===== src/rtl/disp_scan_if.sv =====
// Digit-scanner bus: shadow-load inputs and decoder/anode outputs.
interface disp_scan_if;
    logic        load;
    logic [15:0] hexs;
    logic [3:0]  points;
    logic [3:0]  blanks;
    logic [3:0]  hex;
    logic        point;
    logic        le;
    logic [3:0]  an;

    modport master (output load, hexs, points, blanks,
                    input  hex, point, le, an);
    modport slave  (input  load, hexs, points, blanks,
                    output hex, point, le, an);
endinterface


===== src/rtl/disp_scan.sv =====
// Time-multiplexed 4-digit scanner feeding a hex-to-7-segment decoder, with dead time between digits.
// Optional leading-zero blanking is enabled by defining DISP_SCAN_LZB_EN.
module disp_scan #(
    parameter int SCAN_TICKS = 100000,
    parameter int DEAD_TICKS = 1000
) (
    input  logic         clk,
    input  logic         rst,
    disp_scan_if.slave   dsp
);
    // state   | meaning
    // ST_DEAD | all anodes off between digits, tick counts DEAD_TICKS
    // ST_SHOW | anode of digit idx driven (unless blanked), tick counts SCAN_TICKS
    typedef enum logic {ST_DEAD, ST_SHOW} state_t;

    localparam int MAX_T = (SCAN_TICKS > DEAD_TICKS) ?
                           ((SCAN_TICKS > 2) ? SCAN_TICKS : 2) :
                           ((DEAD_TICKS > 2) ? DEAD_TICKS : 2);
    localparam int TW = $clog2(MAX_T);
    localparam logic [TW-1:0] SHOW_LAST = TW'(SCAN_TICKS - 1);
    localparam logic [TW-1:0] DEAD_LAST = TW'((DEAD_TICKS > 0) ? DEAD_TICKS - 1 : 0);

    state_t        state_q, state_d;
    logic [1:0]    idx_q, idx_d;
    logic [TW-1:0] tick_q, tick_d;
    logic [15:0]   hex_q;
    logic [3:0]    pnt_q;
    logic [3:0]    blk_q;
    logic [3:0]    blk_eff;

    always_ff @(posedge clk or posedge rst) begin
        if (rst) begin
            state_q <= ST_DEAD;
            idx_q   <= 2'd0;
            tick_q  <= '0;
            hex_q   <= 16'h0000;
            pnt_q   <= 4'h0;
            blk_q   <= 4'h0;
        end else begin
            state_q <= state_d;
            idx_q   <= idx_d;
            tick_q  <= tick_d;
            if (dsp.load) begin
                hex_q <= dsp.hexs;
                pnt_q <= dsp.points;
                blk_q <= dsp.blanks;
            end
        end
    end

    always_comb begin
        state_d = state_q;
        idx_d   = idx_q;
        tick_d  = tick_q + TW'(1);
        case (state_q)
            ST_DEAD: begin
                if (tick_q == DEAD_LAST) begin
                    state_d = ST_SHOW;
                    tick_d  = '0;
                end
            end
            ST_SHOW: begin
                if (tick_q == SHOW_LAST) begin
                    // With no dead time the scan chains straight into the next digit.
                    state_d = (DEAD_TICKS == 0) ? ST_SHOW : ST_DEAD;
                    idx_d   = idx_q + 2'd1;
                    tick_d  = '0;
                end
            end
            default: begin
                state_d = ST_DEAD;
                tick_d  = '0;
            end
        endcase
    end

`ifdef DISP_SCAN_LZB_EN
    logic [3:0] lz;
    // A digit is a leading zero only if it and every digit above it is 0 with no point lit.
    assign lz[3] = (hex_q[15:12] == 4'h0) && !pnt_q[3];
    assign lz[2] = lz[3] && (hex_q[11:8] == 4'h0) && !pnt_q[2];
    assign lz[1] = lz[2] && (hex_q[7:4]  == 4'h0) && !pnt_q[1];
    assign lz[0] = 1'b0;
    assign blk_eff = blk_q | lz;
`else
    assign blk_eff = blk_q;
`endif

    logic lit;
    assign lit = (state_q == ST_SHOW) && !blk_eff[idx_q];

    assign dsp.hex   = hex_q[{idx_q, 2'b00} +: 4];
    assign dsp.point = pnt_q[idx_q];
    assign dsp.le    = !lit;
    assign dsp.an    = lit ? ~(4'b0001 << idx_q) : 4'b1111;
endmodule

===== src/flat_wrapper.sv =====
// flat-port wrapper written by rule: the top's interface ports become plain ports
module disp_scan_flat 
#(
    parameter int SCAN_TICKS = 100000,
    parameter int DEAD_TICKS = 1000
)
  (clk, rst, dsp_load, dsp_hexs, dsp_points, dsp_blanks, dsp_hex, dsp_point, dsp_le, dsp_an);
  disp_scan_if dsp_i ();
  input  logic clk;
  input  logic rst;
  input wire logic [$bits(dsp_i.load)-1:0] dsp_load;
  input wire logic [$bits(dsp_i.hexs)-1:0] dsp_hexs;
  input wire logic [$bits(dsp_i.points)-1:0] dsp_points;
  input wire logic [$bits(dsp_i.blanks)-1:0] dsp_blanks;
  output wire logic [$bits(dsp_i.hex)-1:0] dsp_hex;
  output wire logic [$bits(dsp_i.point)-1:0] dsp_point;
  output wire logic [$bits(dsp_i.le)-1:0] dsp_le;
  output wire logic [$bits(dsp_i.an)-1:0] dsp_an;
  assign dsp_i.load = dsp_load;
  assign dsp_i.hexs = dsp_hexs;
  assign dsp_i.points = dsp_points;
  assign dsp_i.blanks = dsp_blanks;
  assign dsp_hex = dsp_i.hex;
  assign dsp_point = dsp_i.point;
  assign dsp_le = dsp_i.le;
  assign dsp_an = dsp_i.an;
  disp_scan #(.SCAN_TICKS(SCAN_TICKS), .DEAD_TICKS(DEAD_TICKS)) u_core (.clk(clk), .rst(rst), .dsp(dsp_i));
endmodule

===== config.mk =====
export PLATFORM = sky130hd
export DESIGN_NAME = disp_scan_flat
export DESIGN_NICKNAME = d
export VERILOG_FILES = /design/src/rtl/disp_scan_if.sv /design/src/rtl/disp_scan.sv /design/src/flat_wrapper.sv
export SDC_FILE = /design/constraint.sdc
export NUM_CORES = 1
export LEC_CHECK = 0
export BUFFER_PORTS_ARGS = -buffer_cell sky130_fd_sc_hd__buf_4
export CAP_MARGIN = 10
export CELL_PAD_IN_SITES_DETAIL_PLACEMENT = 0
export CELL_PAD_IN_SITES_GLOBAL_PLACEMENT = 2
export CORE_MARGIN = 5
export CORE_UTILIZATION = 40
export DETAILED_ROUTE_END_ITERATION = 8
export GPL_ROUTABILITY_DRIVEN = 0
export HOLD_SLACK_MARGIN = 0.02
export PLACE_DENSITY_LB_ADDON = 0.1
export REMOVE_ABC_BUFFERS = 1
export SYNTH_ARGS = -nofsm -noshare
export SYNTH_HDL_FRONTEND = slang
export SYNTH_SLANG_ARGS = --single-unit

===== constraint.sdc =====
create_clock -name clk -period 4 [get_ports clk]
set_input_delay 0.4 -clock clk [delete_from_list [all_inputs] [get_ports clk]]
set_output_delay 0.4 -clock clk [all_outputs]
set_load 0.03 [all_outputs]

==> impl_metrics.tcl <==
set metrics [dict create \
    ff2ff_path_depth 4 \
    initialDrtViolationCount 35 \
    synth_edf_count 0 \
    avgSynthCellArea_um2 12.9 \
    cellPowerDensity_mw_per_mm2 336 \
    route.vias.total 1342 \
    rsz0062_at_grt "no" \
    die_area_mm2 0.00688 \
    place_hpwl_um 2910 \
    detail_route.wl_per_cell_um 14.7 \
    status "complete, no violations" \
    clockBufferDepth 2 \
    synthTopCellsByArea "dfrtp_1 (52%), mux2_2 (13%), mux4_2 (6.3%)" \
    r2r_start "u_core.tick_q[13]$_DFF_PP0_" \
    worstPathMaxFanout 9 \
    synth_cell_type_count 35 \
    synth-seq-cells 44 \
    netlist_instances 165 \
    ys_warn_count 0 \
    cts_hold_buf 0 \
    crit_arrival_ns 2.07 \
    slew_headroom 0.635 \
    die_y_um 82.9 \
    fin_setup_tns_ns 0 \
    cts_resized 0 \
    finClkSkew_ns 0.00458 \
    yosys_most_used_dff "dfrtp_1" \
    critPathRequiredTime_ns 3.60 \
    hold_viol_final 0 \
    cap_violations 0 \
    overflow 0 \
    first_pass_iters 4 \
    cts_setup_buffers 0 \
    final_antenna_net_count 0 \
    start_util 0.414 \
    max_slew.worst_pin.slew_ns 0.548 \
    peakVddDrop_v 0.000128 \
    grt_pass1_vias 1416 \
    clkSlewWorstSetupHoldPaths_ns 0.08 \
    drv_slew 0 \
    syn_area_mm2 0.00213 \
    synth.most_common_cell "dfrtp_1" \
    critPathKind "flip-flop to primary output" \
    post_dp_cell_area_mm2 0.00243 \
    row_count 26 \
    ys_seq_area_frac 0.517 \
    fmax_mhz 405 \
    drc 0 \
    crit_family "flip-flops" \
    area_growth_syn_to_layout_pct 18.6 \
    ios 37 \
    chipWidth_um 82.9 \
    yosysTopAreaCellShare 0.517 \
    layout-drive-gt1-share 0.397 \
    final.period_utilization 0.617 \
    r2r_slack_ns 1.86 \
    hold_path_class "primary input to asynchronous set/reset pin" \
    clk_latency_ns 0.29 \
    antenna_cells 0 \
    finalCriticalPeriod_ns 2.47 \
    grt_max_degree 45 \
    fin_nets 230 \
    async_flop_share 1.00 \
    cp_slowest_stage_delay_ns 0.64 \
    crit_slowest_cell "dfrtp_1" \
    synthTopCellsByCount "dfrtp_1 (44), mux2_2 (24), nor3_1 (11)" \
    root_buffer "clkbuf_8" \
    portBuffers 36 \
    drt-total-wl_um 3970 \
    grt_util_all_layers 0.125 \
    stdcell_area_mm2 0.00252 \
    cts_max_level 2 \
    cts_tree "built" \
    antenna_found_initial 0 \
    viasPerCell 4.99 \
    finalSetupViolCount 0 \
    cp_cell_sequence "mux4_2, nor2b_1, nand2_1, buf_4" \
    end_kind "primary output" \
    reg2reg_to "u_core.idx_q[1]$_DFFE_PP0P_" \
    yosysTopAreaCell "dfrtp_1" \
    cts_sinks 44 \
    cts_buffers 5 \
    grt_first_pass_wirelength_um 6970 \
    core_mm2 0.00514 \
    critPathLaunchType "flip-flop" \
    p_leak_nw 1.10 \
    path_buf_inv 1 \
]
[cell type report]
class,count,area (um^2)
clock buffers,7,86.3
inverters,6,22.5
flip-flops and latches,44,1100
fillers,487,2620
repair buffers,37,278
well taps,70,87.6
clock inverters,1,7.51
multi-input cells,104,941
[through the flow]
step	utilization	cells	total power, mW	worst slack [ns]	hold WS (ns)
floorplan	-	154	0.537	2.03	0.435
global placement	0.473	261	0.575	1.86	0.449
detailed placement	0.473	261	0.579	1.81	0.465
CTS	0.491	269	0.866	1.47	0.259
global route	0.491	269	0.894	1.33	0.298
finish	0.491	269	0.849	1.53	0.249
[cell usage in the layout (no fill, tap or decap)]
| cell type | n |
|---|---|
| a211oi_1 | 1 |
| a211oi_2 | 1 |
| a21o_1 | 1 |
| and3_1 | 4 |
| and3_2 | 1 |
| and4_1 | 1 |
| and4_4 | 1 |
| buf_4 | 37 |
| clkbuf_1 | 1 |
| clkbuf_8 | 6 |
| clkinvlp_4 | 1 |
| dfrtp_1 | 44 |
| ha_1 | 5 |
| inv_1 | 6 |
| mux2_1 | 1 |
| mux2_2 | 24 |
| mux4_2 | 6 |
| nand2_1 | 8 |
| nand3_1 | 6 |
| nand3_4 | 1 |
| nand4_1 | 4 |
| nor2_1 | 2 |
| nor2b_1 | 2 |
| nor3_1 | 11 |
| nor3b_1 | 1 |
| nor4_1 | 2 |
| nor4b_1 | 1 |
| o31ai_1 | 1 |
| o41ai_1 | 1 |
| or2b_1 | 1 |
| or4_1 | 1 |
| or4_4 | 1 |
| or4b_1 | 1 |
| xnor2_1 | 6 |
| xor2_1 | 8 |
[how the worst max path moves through the flow]
stage | startpoint | endpoint | cells past startpoint
global placement | u_core.idx_q[0]$_DFFE_PP0P_ | dsp_an[3] | 4
floorplan | u_core.idx_q[0]$_DFFE_PP0P_ | dsp_an[0] | 3
CTS | u_core.idx_q[0]$_DFFE_PP0P_ | dsp_an[0] | 4
finish | u_core.idx_q[0]$_DFFE_PP0P_ | dsp_an[0] | 4
global route | u_core.idx_q[0]$_DFFE_PP0P_ | dsp_an[0] | 4
detailed placement | u_core.idx_q[0]$_DFFE_PP0P_ | dsp_an[0] | 4
[sequential cells by signal, indices dropped and copies added (netlist names)]
signal,flops
u_core.tick_q,17
u_core.hex_q,16
u_core.blk_eff,4
u_core.pnt_q,4
u_core.idx_q,2
u_core.state_q,1
[logic make-up after synthesis]
family                     share of synthesized area
buffers and inverters                         0.0406
and+or+nand+nor                                0.139
DFF                                            0.517
xor gates and xnor gates                      0.0576
muxes                                          0.196
AOI/OAI and AO/OA                             0.0206
adders and majority gates                     0.0294
[per-layer routing]
layer	share of wire	GRT usage
met1	0.45	0.156
met2	0.48	0.198
met3	0.055	0.0455
met4	0.018	0.0461
met5	0	0
[worst register-to-register path: stages (launching register included)]
cell	delay (ns)
dfrtp_1	0.40
or4_1	0.52
nor2_1	0.16
and4_1	0.57
mux2_1	0.37
[power breakdown]
group	internal [mW]	leakage (nW)	switching (mW)	total [mW]
registers	0.469	0.546	0.0110	0.480
clock network	0.140	0.0445	0.141	0.282
logic	0.0517	0.506	0.0360	0.0877
Power figures use the tool's default switching activity.
